<file path="config.mk">
export PLATFORM = sky130hd
export DESIGN_NAME = counter_sequencer
export DESIGN_NICKNAME = d
export VERILOG_FILES = /design/src/rtl/counter_sequencer.sv
export SDC_FILE = /design/constraint.sdc
export NUM_CORES = 1
export LEC_CHECK = 0
export ABC_AREA = 1
export CORE_MARGIN = 2
export CORE_UTILIZATION = 50
export DETAILED_ROUTE_END_ITERATION = 16
export GPL_ROUTABILITY_DRIVEN = 1
export HOLD_SLACK_MARGIN = 0.03
export PLACE_DENSITY = 0.76
export SETUP_SLACK_MARGIN = 0.5
export SYNTH_ARGS = -nofsm -noshare
export SYNTH_HDL_FRONTEND = slang
export SYNTH_SLANG_ARGS = --single-unit
</file>
<file path="constraint.sdc">
create_clock -name clk -period 2 [get_ports clk]
set_input_delay 0.5 -clock clk [delete_from_list [all_inputs] [get_ports clk]]
set_output_delay 0.5 -clock clk [all_outputs]
set_load 0.02 [all_outputs]
</file>
<file path="src/rtl/counter_sequencer.sv">
// ---------------------------------------------------------------------------
// counter_sequencer
//   Start/stop/pause/load sequencer for a WIDTH-bit up/down counter. The raw
//   push-buttons are synchronised and falling-edge detected into one-cycle
//   commands. The count advances on an internal prescaler tick, so the whole
//   block runs on a single clock.
//
// Ports
//   clk       : system clock; all state changes on the rising edge
//   rst       : asynchronous active-high reset
//   start_n   : raw active-low start button (asynchronous)
//   stop_n    : raw active-low stop/pause button (asynchronous)
//   load_n    : raw active-low load button (asynchronous)
//   dir       : 1 = count down, 0 = count up; sampled on each tick
//   load_val  : value loaded into the count
//   count     : current count value (registered)
//   running   : high while in RUN (decoded from the state register)
//   done      : high while in DONE (decoded from the state register)
//   state     : IDLE=00, RUN=01, PAUSE=10, DONE=11
// ---------------------------------------------------------------------------
module counter_sequencer #(
  parameter int WIDTH       = 4,
  parameter int TICK_CYCLES = 50000000
) (
  input  logic             clk,
  input  logic             rst,
  input  logic             start_n,
  input  logic             stop_n,
  input  logic             load_n,
  input  logic             dir,
  input  logic [WIDTH-1:0] load_val,
  output logic [WIDTH-1:0] count,
  output logic             running,
  output logic             done,
  output logic [1:0]       state
);

  localparam int PW = $clog2(TICK_CYCLES);
  localparam logic [PW-1:0] PRESC_MAX = PW'(TICK_CYCLES - 1);

  typedef enum logic [1:0] {
    S_IDLE  = 2'b00,
    S_RUN   = 2'b01,
    S_PAUSE = 2'b10,
    S_DONE  = 2'b11
  } state_t;

  // Key bit order: [2]=load, [1]=stop, [0]=start
  logic [2:0]       w_keys;
  logic [2:0]       r_sync1;
  logic [2:0]       r_sync2;
  logic [2:0]       r_prev;
  logic [2:0]       w_fall;
  logic             w_start;
  logic             w_stop;
  logic             w_load;

  state_t           r_state;
  state_t           w_state_nxt;
  logic [WIDTH-1:0] r_count;
  logic [WIDTH-1:0] w_count_nxt;
  logic [PW-1:0]    r_presc;
  logic [PW-1:0]    w_presc_nxt;

  logic             w_tick;
  logic [WIDTH-1:0] w_step;
  logic [WIDTH-1:0] w_term;

  assign w_keys  = {load_n, stop_n, start_n};
  // A key is a command on the cycle its synchronised level goes 1 -> 0.
  assign w_fall  = r_prev & ~r_sync2;
  assign w_start = w_fall[0];
  assign w_stop  = w_fall[1];
  assign w_load  = w_fall[2];

  assign w_tick  = (r_state == S_RUN) && (r_presc == PRESC_MAX);
  assign w_step  = dir ? (r_count - WIDTH'(1)) : (r_count + WIDTH'(1));
  assign w_term  = dir ? {WIDTH{1'b0}} : {WIDTH{1'b1}};

  // Two-flop synchroniser plus previous-level flop; resets to released (1).
  always_ff @(posedge clk or posedge rst) begin
    if (rst) begin
      r_sync1 <= 3'b111;
      r_sync2 <= 3'b111;
      r_prev  <= 3'b111;
    end else begin
      r_sync1 <= w_keys;
      r_sync2 <= r_sync1;
      r_prev  <= r_sync2;
    end
  end

  // State, count and prescaler registers.
  always_ff @(posedge clk or posedge rst) begin
    if (rst) begin
      r_state <= S_IDLE;
      r_count <= {WIDTH{1'b0}};
      r_presc <= {PW{1'b0}};
    end else begin
      r_state <= w_state_nxt;
      r_count <= w_count_nxt;
      r_presc <= w_presc_nxt;
    end
  end

  // Next-state logic. Coinciding commands resolve as load > stop > start; a
  // stop that is ignored in a state still masks a simultaneous start.
  always_comb begin
    w_state_nxt = r_state;
    w_count_nxt = r_count;
    w_presc_nxt = r_presc;
    case (r_state)
      S_IDLE: begin
        w_presc_nxt = {PW{1'b0}};
        if (w_load) begin
          w_count_nxt = load_val;
        end else if (w_stop) begin
          w_state_nxt = S_IDLE;
        end else if (w_start) begin
          w_state_nxt = S_RUN;
        end else begin
          w_state_nxt = S_IDLE;
        end
      end
      S_RUN: begin
        if (w_load) begin
          w_count_nxt = load_val;
          w_state_nxt = S_IDLE;
          w_presc_nxt = {PW{1'b0}};
        end else if (w_stop) begin
          // Prescaler frozen at its current value, even on a tick cycle.
          w_state_nxt = S_PAUSE;
        end else if (w_tick) begin
          w_presc_nxt = {PW{1'b0}};
          w_count_nxt = w_step;
          if (w_step == w_term) begin
            w_state_nxt = S_DONE;
          end else begin
            w_state_nxt = S_RUN;
          end
        end else begin
          w_presc_nxt = r_presc + PW'(1);
        end
      end
      S_PAUSE: begin
        if (w_load) begin
          w_count_nxt = load_val;
          w_state_nxt = S_IDLE;
          w_presc_nxt = {PW{1'b0}};
        end else if (w_stop) begin
          w_state_nxt = S_PAUSE;
        end else if (w_start) begin
          // Resume with the held prescaler value.
          w_state_nxt = S_RUN;
        end else begin
          w_state_nxt = S_PAUSE;
        end
      end
      S_DONE: begin
        w_presc_nxt = {PW{1'b0}};
        if (w_load) begin
          w_count_nxt = load_val;
          w_state_nxt = S_IDLE;
        end else if (w_stop) begin
          w_state_nxt = S_DONE;
        end else if (w_start) begin
          w_count_nxt = load_val;
          w_state_nxt = S_RUN;
        end else begin
          w_state_nxt = S_DONE;
        end
      end
      default: begin
        w_state_nxt = S_IDLE;
        w_count_nxt = {WIDTH{1'b0}};
        w_presc_nxt = {PW{1'b0}};
      end
    endcase
  end

  assign count   = r_count;
  assign state   = r_state;
  assign running = (r_state == S_RUN);
  assign done    = (r_state == S_DONE);

endmodule

</file>
==> Flow_metrics.wiki, run 1 <==
{| class="wikitable"
! Metric !! Value
|-
| Netlist Area Pre-Place || 2410 µm²
|-
| Drt first pass iters || 5
|-
| Startpoint kind of the worst setup timing path || flop
|-
| Standard cell core area || 4690 µm²
|-
| Worst hold margin || 0.358 ns
|-
| Post-layout instance count excluding filler cells || 410
|-
| Placer's final routability congestion estimate || 0.842
|-
| Clock latency on the worst-skew pair || 0.30 ns
|-
| Net Count, Synth || 315
|-
| Total wire length || 5770 µm
|-
| Sinks on the clock net || 41
|-
| Area growth from synthesis to final layout || 35.9%
|-
| Starting Density || 51.5%
|-
| RSZ-0062 raised after global routing || yes
|-
| Clock buffers created by TritonCTS || 5
|-
| Sequential share of the synthesized area || 43.0%
|-
| Die Wd || 73.5 µm
|-
| Number of nets in the finished design || 369
|-
| Max Cap Violations || 0
|-
| Register bit total from synthesis || 41
|-
| Max stage delay on crit path || 0.41 ns
|-
| Number of global-route vias before repair || 2043
|-
| Leakage power of the design || 1.49 nW
|-
| Number of core rows || 25
|-
| First-pass GRT wire length || 9290 µm
|-
| Level count of the clock H-tree || 2
|-
| Cell-by-cell listing of the critical path || ha_4, nand2_4, nor2_4, nand2_2, nor2_2, nand3_2, nand2_4, buf_12, nand2_8, nand2_2, nor2_1
|-
| Number of cells on the worst reg-to-reg path || 11
|-
| Layout cell share with drive strength beyond 1 || 39.3%
|-
| Crit-path slowest cell || sky130_fd_sc_hd__dfrtp_1
|-
| Areal power density over the cells || 816 nW/µm²
|-
| Critical Setup Path Class || reg -> reg
|-
| Antenna viol nets, final || 0
|-
| R2R Path End || r_presc[20]
|-
| Routed via count || 2160
|-
| I/O pin cnt || 18
|-
| Number of placed cells counting well taps || 372
|-
| Initial antenna violation count || 0
|-
| Post-route DRC violation count || 0
|-
| Maximum achievable frequency || 0.604 GHz
|-
| Kind of cell adding the most delay to the critical path || simple AND/OR/NAND/NOR gates
|-
| Critical Path End || r_presc[20]
|-
| Synth Area per Inst || 8.02 µm²
|-
| Via-per-instance ratio || 5.27
|-
| Critical path endpoint category || flop
|-
| Total of buffers placed on input and output ports || 17
|-
| Worst clock skew || 0.00780 ns
|-
| CTS tree || done
|-
| Clock slew seen by the registers of the worst setup and hold paths || 0.08 ns
|-
| Transition at the pin with the smallest max-transition slack || 0.381 ns
|-
| Grt total ovfl || 0
|-
| Number of warning messages in the yosys log || 0
|-
| Final Hold Viols || 0
|-
| Sum of net half-perimeters after detailed placement || 3460 µm
|-
| Status || finished, final reports clean
|-
| Count of fill cells added during filler insertion || 348
|-
| Antenna Cells || 0
|-
| Fin. max-slew vios || 0
|-
| Final min period || 1.65 ns
|-
| Violation count after the first detailed-routing iteration || 111
|-
| Worst slew margin relative to its limit || 74.5%
|-
| Count of different cell masters after synthesis || 35
|-
| Max Fanout on Critical Path || 5
|-
| Die outline area || 5400 µm²
|-
| Peak ir drop on the vdd network || 0.458 mV
|-
| Clock tree buffer depth || 2
|-
| Buffering stage count on the worst path with inverters included || 1
|-
| Global-route usage over all layers || 22.2%
|-
| Data arrival time of the worst path || 1.85 ns
|-
| Synthesized netlist cell count || 301
|-
| Root cell of the clock tree || sky130_fd_sc_hd__clkbuf_8
|-
| Hold/Removal Path Class || reg -> reg
|-
| Required arrival time at the worst endpoint || 2.20 ns
|-
| R2R setup slack || 0.35 ns
|-
| Layout Utilization || 69.9%
|-
| Die span in y || 73.5 µm
|-
| Crit. Startpoint || r_presc[1]
|-
| Number of gates on the worst path with buffers counted || 11
|-
| Routed wire per std cell || 14.1 µm
|-
| Pin count of the biggest net entering global routing || 42
|-
| RR Startpoint || r_presc[1]
|-
| Final worst-path cycle share || 82.7%
|-
| Final Setup Violations || 0
|}
==> synthesized netlist by cell type <==
library cell	n	area (µm²)
sky130_fd_sc_hd__nor2_2	12	75.1
sky130_fd_sc_hd__o21ai_0	3	15.0
sky130_fd_sc_hd__nor2_1	38	143
sky130_fd_sc_hd__o21ai_1	2	10.0
sky130_fd_sc_hd__xnor2_1	5	43.8
sky130_fd_sc_hd__o22ai_1	2	12.5
sky130_fd_sc_hd__a21oi_2	1	8.76
sky130_fd_sc_hd__nand3_2	2	20.0
sky130_fd_sc_hd__buf_12	1	20.0
sky130_fd_sc_hd__nand2_8	1	20.0
sky130_fd_sc_hd__nand2_2	2	12.5
sky130_fd_sc_hd__inv_4	1	6.26
sky130_fd_sc_hd__buf_6	1	11.3
sky130_fd_sc_hd__inv_6	1	8.76
sky130_fd_sc_hd__o211ai_1	1	7.51
sky130_fd_sc_hd__inv_1	36	135
sky130_fd_sc_hd__nand2_4	3	33.8
sky130_fd_sc_hd__o31ai_1	1	7.51
sky130_fd_sc_hd__clkinv_1	1	3.75
sky130_fd_sc_hd__nand4_1	5	31.3
sky130_fd_sc_hd__nor2_4	7	78.8
sky130_fd_sc_hd__nor3_1	9	45.0
sky130_fd_sc_hd__xor2_1	8	70.1
sky130_fd_sc_hd__inv_2	2	7.51
sky130_fd_sc_hd__dfstp_2	9	236
sky130_fd_sc_hd__mux2i_1	2	20.0
sky130_fd_sc_hd__nand2_1	75	282
sky130_fd_sc_hd__nand3_4	1	17.5
sky130_fd_sc_hd__ha_1	3	37.5
sky130_fd_sc_hd__nand3_1	24	120
sky130_fd_sc_hd__dfrtp_1	32	801
sky130_fd_sc_hd__fa_1	1	20.0
sky130_fd_sc_hd__and2_1	1	6.26
sky130_fd_sc_hd__a21oi_1	7	35.0
sky130_fd_sc_hd__nand4_2	1	12.5
==> worst min-delay path by stage <==
stage | startpoint | end | slack, ns | cells past startpoint
finish | r_sync1[2] | r_sync2[2] | 0.36 | 0
global route | r_sync1[2] | r_sync2[2] | 0.36 | 0
CTS | r_sync1[2] | r_sync2[2] | 0.36 | 0
detailed placement | r_sync1[2] | r_sync2[2] | 0.35 | 0
global placement | r_sync1[2] | r_sync2[2] | 0.35 | 0
floorplan | r_sync1[0] | r_sync2[0] | 0.35 | 0
==> final cells by class <==
| class | instances | area (µm²) | area share, % |
|---|---|---|---|
| repair buffers | 47 | 402 | 12.2 |
| repair inverters | 1 | 16.3 | 0.496 |
| well taps | 54 | 67.6 | 2.06 |
| multi-input cells | 218 | 1460 | 44.5 |
| flip-flops and latches | 41 | 1040 | 31.8 |
| clock buffers | 6 | 93.8 | 2.86 |
| inverters | 41 | 185 | 5.64 |
| clock inverters | 2 | 15.0 | 0.457 |
==> logic make-up after synthesis <==
| group | after synthesis | share of synthesized area, % |
|---|---|---|
| AOI/OAI and AO/OA | 17 | 3.99 |
| DFF | 41 | 43.0 |
| buffers and inverters | 43 | 7.98 |
| and+or+nand+nor | 181 | 37.2 |
| muxes | 2 | 0.829 |
| adders and majority gates | 4 | 2.38 |
| xor gates and xnor gates | 13 | 4.72 |
==> per-layer routing <==
metal  global-route usage, %  share of wire, %
met1                    29.5                44
met2                    36.0                52
met3                    4.25               2.8
met4                    8.48               1.7
met5                       0                 0
==> cell usage in the layout, fill, tap and decap left out, types with 3 or more instances in the layout <==
| cell | Yosys | layout |
|---|---|---|
| sky130_fd_sc_hd__buf_2 | 0 | 6 |
| sky130_fd_sc_hd__nand2_4 | 3 | 8 |
| sky130_fd_sc_hd__xor2_1 | 8 | 7 |
| sky130_fd_sc_hd__nor3_2 | 0 | 4 |
| sky130_fd_sc_hd__dfstp_2 | 9 | 9 |
| sky130_fd_sc_hd__nor2_4 | 7 | 16 |
| sky130_fd_sc_hd__dfrtp_2 | 0 | 5 |
| sky130_fd_sc_hd__nor2_2 | 12 | 13 |
| sky130_fd_sc_hd__clkbuf_8 | 0 | 5 |
| sky130_fd_sc_hd__xnor2_1 | 5 | 4 |
| sky130_fd_sc_hd__a21oi_1 | 7 | 4 |
| sky130_fd_sc_hd__a21oi_2 | 1 | 4 |
| sky130_fd_sc_hd__nand3_2 | 2 | 4 |
| sky130_fd_sc_hd__nor3_1 | 9 | 5 |
| sky130_fd_sc_hd__buf_4 | 0 | 26 |
| sky130_fd_sc_hd__clkdlybuf4s50_1 | 0 | 8 |
| sky130_fd_sc_hd__buf_6 | 1 | 4 |
| sky130_fd_sc_hd__nand2_1 | 75 | 59 |
| sky130_fd_sc_hd__nor2_1 | 38 | 28 |
| sky130_fd_sc_hd__nand2_8 | 1 | 3 |
| sky130_fd_sc_hd__dfrtp_1 | 32 | 27 |
| sky130_fd_sc_hd__inv_1 | 36 | 35 |
| sky130_fd_sc_hd__o21ai_1 | 2 | 3 |
| sky130_fd_sc_hd__nand2_2 | 2 | 12 |
| sky130_fd_sc_hd__nand3_1 | 24 | 21 |
| sky130_fd_sc_hd__nand4_1 | 5 | 5 |
==> worst reg2reg max path, stage by stage, from the launching register on <==
cell and delay [ns]:
sky130_fd_sc_hd__dfrtp_1 0.41, sky130_fd_sc_hd__ha_4 0.17, sky130_fd_sc_hd__nand2_4 0.07, sky130_fd_sc_hd__nor2_4 0.13, sky130_fd_sc_hd__nand2_2 0.08, sky130_fd_sc_hd__nor2_2 0.13, sky130_fd_sc_hd__nand3_2 0.11, sky130_fd_sc_hd__nand2_4 0.17
sky130_fd_sc_hd__buf_12 0.13, sky130_fd_sc_hd__nand2_8 0.06, sky130_fd_sc_hd__nand2_2 0.05, sky130_fd_sc_hd__nor2_1 0.04
==> stage by stage <==
stage	worst slack, ns	total power [W]	TNS (ns)	instance area, µm²
2_1_floorplan	0.476	0.00161	0	2470
3_3_place_gp	-0.181	0.00181	-0.264	2700
3_5_place_dp	-0.220	0.00183	-0.356	2700
4_1_cts	0.404	0.00259	0	3060
5_1_grt	0.231	0.00282	0	3280
6_report	0.345	0.00268	0	3280
==> registers in the layout, indices dropped and copies added (netlist names) <==
register	count
count	4
r_prev	3
state	2
r_presc	26
r_sync1	3
r_sync2	3
==> where the power goes <==
group / total, W / internal [W] / switching [W]
combinational: 0.00105 / 0.000421 / 0.000630
clock: 0.000642 / 0.000325 / 0.000317
sequential: 0.000986 / 0.000905 / 0.0000813
==> repair_timing <==
action | 4_1_cts | 5_1_grt
endpoints found under the setup margin | 36 | 34
hold buffers | 0 | 0
resized for setup | 60 | 46
cloned | 2 | 0
pin swaps | 13 | 30
buffers inserted | 19 | 9
Power figures use the tool's default switching activity.
==> inputs of run 2 (changes only) <==
==> constraint.sdc (replaced) <==
create_clock -name clk -period 1.6 [get_ports clk]
set_input_delay 0.4 -clock clk [delete_from_list [all_inputs] [get_ports clk]]
set_output_delay 0.4 -clock clk [all_outputs]
set_load 0.02 [all_outputs]
==> Flow_metrics.wiki, run 2 (synthesized netlist as in run 1, its figures left out) <==
{| class="wikitable"
! Metric !! Value
|-
| Status || complete, but fails checks
|-
| Violations in the final reports || setup timing
|-
| Most common cell after layout, fill and taps aside || sky130_fd_sc_hd__nand2_1
|-
| Areal power density over the cells || 1010 nW/µm² (+24%)
|-
| Total of buffers placed on input and output ports || 17 (unchanged)
|-
| Antenna viol nets, final || 0 (unchanged)
|-
| Die outline area || 5400 µm² (unchanged)
|-
| Max Cap Violations || 0 (unchanged)
|-
| Clock slew seen by the registers of the worst setup and hold paths || 0.09 ns (about the same)
|-
| I/O pin cnt || 18 (unchanged)
|-
| Number of hold buffers added after CTS || 0 (unchanged)
|-
| Worst clock skew || 0.00534 ns (-0.00246 ns)
|-
| Critical Setup Path Class || reg -> reg
|-
| Clock buffers created by TritonCTS || 5 (unchanged)
|-
| Grt total ovfl || 0 (unchanged)
|-
| Violation count after the first detailed-routing iteration || 92 (-17%)
|-
| GR met3 Demand/Resource || 4.12% (-0.14 points)
|-
| Startpoint kind of the worst setup timing path || flop
|-
| Die span in y || 73.5 µm (unchanged)
|-
| Routed wire per std cell || 14.4 µm (+2.6%)
|-
| Drt first pass iters || 4 (-1)
|-
| Level count of the clock H-tree || 2 (unchanged)
|-
| Die Wd || 73.5 µm (unchanged)
|-
| Met1 Usage GRT || 28.6% (-0.92 points)
|-
| Number of placed cells counting well taps || 417 (+12%)
|-
| Pin count of the biggest net entering global routing || 23 (-45%)
|-
| Via-per-instance ratio || 5.22 (-0.98%)
|-
| Global-route track usage on met2 || 42.0% (+6.0 points)
|-
| Fin. max-slew vios || 0 (unchanged)
|-
| Maximum achievable frequency || 0.571 GHz (-5.4%)
|-
| Sinks on the clock net || 41 (unchanged)
|-
| Final Setup Violations || 29 (+29)
|-
| Area growth from synthesis to final layout || 45.0%
|-
| Peak ir drop on the vdd network || 0.648 mV (+41%)
|-
| Register bank with the most flops || r_presc
|-
| Number of global-route vias before repair || 2230 (+9.2%)
|-
| Sum of net half-perimeters after detailed placement || 4010 µm (+16%)
|-
| Layout Utilization || 74.6% (+4.7 points)
|-
| Hold/Removal Path Class || reg -> reg
|-
| Leakage power of the design || 1.64 nW (+10%)
|-
| Placer's final routability congestion estimate || 0.878 (+4.3%)
|-
| Required arrival time at the worst endpoint || 1.80 ns (-0.40 ns)
|-
| Antenna Cells || 0 (unchanged)
|-
| Routed via count || 2311 (+7.0%)
|-
| Worst slew margin relative to its limit || 77.8% (+3.3 points)
|-
| Total wire length || 6400 µm (+11%)
|-
| Transition at the pin with the smallest max-transition slack || 0.330 ns (-0.0511 ns)
|-
| Initial antenna violation count || 0 (unchanged)
|-
| PnR worst setup slack || -0.150 ns (-0.495 ns)
|-
| Standard cell core area || 4690 µm² (unchanged)
|-
| Global-route layer with the greatest usage || met2
|-
| Global-route usage over all layers || 23.5% (+1.2 points)
|-
| Number of flip-flops under the largest register name || 26 (unchanged)
|-
| Max Fanout on Critical Path || 3 (-2)
|-
| Number of core rows || 25 (unchanged)
|-
| Clock tree buffer depth || 2 (unchanged)
|-
| Layout cell share with drive strength beyond 1 || 42.2% (+2.8 points)
|-
| Top library cells by usage in the layout, fill and taps aside || 63 x sky130_fd_sc_hd__nand2_1, 50 x sky130_fd_sc_hd__buf_4, 33 x sky130_fd_sc_hd__nor2_1, 31 x sky130_fd_sc_hd__inv_1, 27 x sky130_fd_sc_hd__dfrtp_1
|-
| Starting Density || 51.5% (unchanged)
|-
| Final worst-path cycle share || 109% (+27 points)
|-
| Root cell of the clock tree || sky130_fd_sc_hd__clkbuf_8
|-
| Critical path endpoint category || flop
|-
| Post-layout instance count excluding filler cells || 443 (+8.0%)
|-
| Final Hold Viols || 0 (unchanged)
|-
| First-pass GRT wire length || 9730 µm (+4.7%)
|-
| Clock latency on the worst-skew pair || 0.30 ns (about the same)
|-
| CTS tree || done
|-
| Post-route DRC violation count || 0 (unchanged)
|-
| Final min period || 1.75 ns (+0.0953 ns)
|-
| Number of nets in the finished design || 402 (+8.9%)
|-
| RSZ-0062 raised after global routing || yes
|-
| Data arrival time of the worst path || 1.95 ns (+0.10 ns)
|}
==> run 2: cell count changes in the layout (fill, tap and decap cells not counted), sizes merged <==
cell,before,now
clkinvlp,0,2
buf,38,73
nand2,82,81
inv,41,38
clkdlybuf4s15,1,0
dlygate4sd2,0,1
==> run 2: worst max-delay path: stages, from the launching register on <==
cell	delay, ns
sky130_fd_sc_hd__dfrtp_1	0.40
sky130_fd_sc_hd__ha_2	0.24
sky130_fd_sc_hd__nand2_4	0.08
sky130_fd_sc_hd__nor2_4	0.13
sky130_fd_sc_hd__nand2_2	0.07
sky130_fd_sc_hd__nor2_2	0.12
sky130_fd_sc_hd__nand3_2	0.11
sky130_fd_sc_hd__buf_4	0.17
sky130_fd_sc_hd__nand2_2	0.07
sky130_fd_sc_hd__nand3_1	0.09
sky130_fd_sc_hd__nor2_1	0.11
sky130_fd_sc_hd__nor2_1	0.05
==> run 2: final cells by class <==
class,count,area (µm²)
clock buffers,6,93.8
clock inverters,2,16.3
fillers,313,1190
inverters,41,180
multi-input cells,217,1370
flip-flops and latches,41,1040
well taps,54,67.6
repair buffers,82,732
==> run 2: report_power, final <==
group | total (W) | switching, W | internal [W]
registers | 0.00125 | 0.000117 | 0.00113
clock network | 0.000801 | 0.000397 | 0.000404
logic | 0.00150 | 0.000790 | 0.000713
total | 0.00355 | 0.00130 | 0.00225
==> run 2: metal layers <==
metal	wire length [µm]	vias up
met5	0	-
met4	137	0
met3	254	14
met2	3470	60
met1	2540	1124
li1	-	1113
==> run 2: path summary, 6_finish.rpt <==
| kind | cells after the start | slack (ns) | startpoint | end |
|---|---|---|---|---|
| setup / recovery | 11 | -0.15 | r_presc[1] | state[1] |
| hold / removal | 0 | 0.36 | r_sync1[1] | r_sync2[1] |
| setup reg to reg | 11 | -0.15 | r_presc[1] | state[1] |
| hold reg to reg | 0 | 0.36 | r_sync1[1] | r_sync2[1] |
| max in group asynchronous | 3 | 0.78 | rst | count[1] |
| min in group asynchronous | 2 | 0.40 | rst | state[0] |
==> run 2: timing repair <==
action	4_1_cts	5_1_grt
gates resized for setup	75	27
buffers inserted	8	10
endpoints found under the setup margin	40	40
hold endpoints to repair	0	0
pin swaps	14	27
==> run 2: through the flow <==
step                      power [W]  TNS (ns)  cell area [µm²]  worst slack, ns  hold WS (ns)
after floorplan             0.00204         0             2490           0.0758         0.345
after global placement      0.00245     -1.49             3060           -0.472         0.346
after detailed placement    0.00250     -2.53             3060           -0.547         0.348
after CTS                   0.00343    -0.821             3330          -0.0653         0.360
after global routing        0.00371     -4.91             3500           -0.230         0.362
final                       0.00355     -2.92             3500           -0.150         0.359
==> RTL change: new RTL, flow settings as in run 2 <==
Change the parameter `TICK_CYCLES` from 50000000 to 25000000.
--- a/src/rtl/counter_sequencer.sv
+++ b/src/rtl/counter_sequencer.sv
@@ -21,5 +21,5 @@
 module counter_sequencer #(
   parameter int WIDTH       = 4,
-  parameter int TICK_CYCLES = 50000000
+  parameter int TICK_CYCLES = 25000000
 ) (
   input  logic             clk,
Formal check against the unedited RTL: same outputs for any inputs over 10 cycles, from zero or initial values and one cycle with rst high; that may be too few to reach the edited logic, so the function may still have changed.
==> RTL change against run 2 <==
The flow still finishes with violations (setup timing); highest routed layer unchanged; die area fell by 3.2%; largest power group unchanged; total power fell by 2.2%; synthesized area fell by 3.4%; sequential cell count fell by 1; count of clock-buffer cells in the layout rose by 1; synthesized cell count rose by 2.0%; cell count fell by 5.2%; non-clock buffer count fell by 27; setup slack improved by 0.058 ns; via count rose by 1.9%; final area fell by 6.7%; sequential share of layout area rose by 1.3 points; routed wire length rose by 6.0%.
==> RTL change: results (changes against run 2) <==
| Metric | Value |
|---|---|
| Grt met3 use | `5.28% (+1.2 points)` |
| Global Route met2 Usage | `39.9% (-2.1 points)` |
| Share of cells above drive strength 1 | `34.0% (-8.2 points)` |
| Arrival @ worst endpoint | `1.88 ns (-0.07 ns)` |
| Global-route wire length before repair | `9720 um (about the same)` |
| Placer congestion estimate | `0.922 (+5.0%)` |
| Final setup vio count | `27 (-6.9%)` |
| NumNets Final | `381 (-5.2%)` |
| Violated checks | `setup timing` |
| Largest register FFs | `25 (-3.8%)` |
| CP peak stage delay | `0.45 ns (+0.05 ns)` |
| Metal3 WL | `474 um (+87%)` |
| Worst VDD drop | `528 uV (-19%)` |
| Status | `finished with violations` |
| Clk power | `0.000762 W (-4.9%)` |
| Vias/cell | `5.61 (+7.5%)` |
| PnR worst setup slack | `-0.0920 ns (+0.0582 ns)` |
| Cell count after synthesis | `307 (+2.0%)` |
| LEAKAGE | `1.49 nW (-9.2%)` |
| FF-to-FF path depth | `7 (-4)` |
| Post-synthesis net count | `321 (+1.9%)` |
| Ranking of synthesized cells by area | `dfrtp_1 33%, nand2_1 12%, dfstp_2 10%` |
| Largest net degree at the start of global routing | `17 (-26%)` |
| Final wirelength | `6780 um (+6.0%)` |
| Critical path fanouts, max | `11 (+8)` |
| Initial DRC Count | `207 (+130%)` |
| Fill count | `280 (-11%)` |
| Grt met1 use | `31.6% (+3.0 points)` |
[RTL change: kinds of logic after synthesis]
group / share of synthesized area, %
xor gates and xnor gates: 3.76
AOI/OAI and AO/OA: 4.61
adders and majority gates: 2.47
DFF: 43.4
buffers and inverters: 8.48
and+or+nand+nor: 37.3
[RTL change: what timing repair did]
item | CTS | global route
buffers inserted | 11 | 7
gates resized for setup | 71 | 35
pin swaps | 8 | 11
endpoints found under the setup margin | 39 | 39
[RTL change: critical path: cells and delay by family, from the launching register on]
| kind | cells | cell delay [ns] |
|---|---|---|
| buffers and inverters | 2 | 0.30 |
| AND/OR/NAND/NOR | 4 | 0.61 |
| AO/OA/AOI/OAI | 1 | 0.21 |
| flip-flops | 1 | 0.45 |
[RTL change: layout make-up]
cell class	instances	area, sq um	share of cell area [%]
sequential	40	1020	31.1
clock buffer	7	97.6	2.99
tap	52	65.1	1.99
clock inverter	1	5.00	0.153
multi-input combinational	221	1350	41.4
timing repair buffer	55	554	17.0
inverter	44	175	5.36
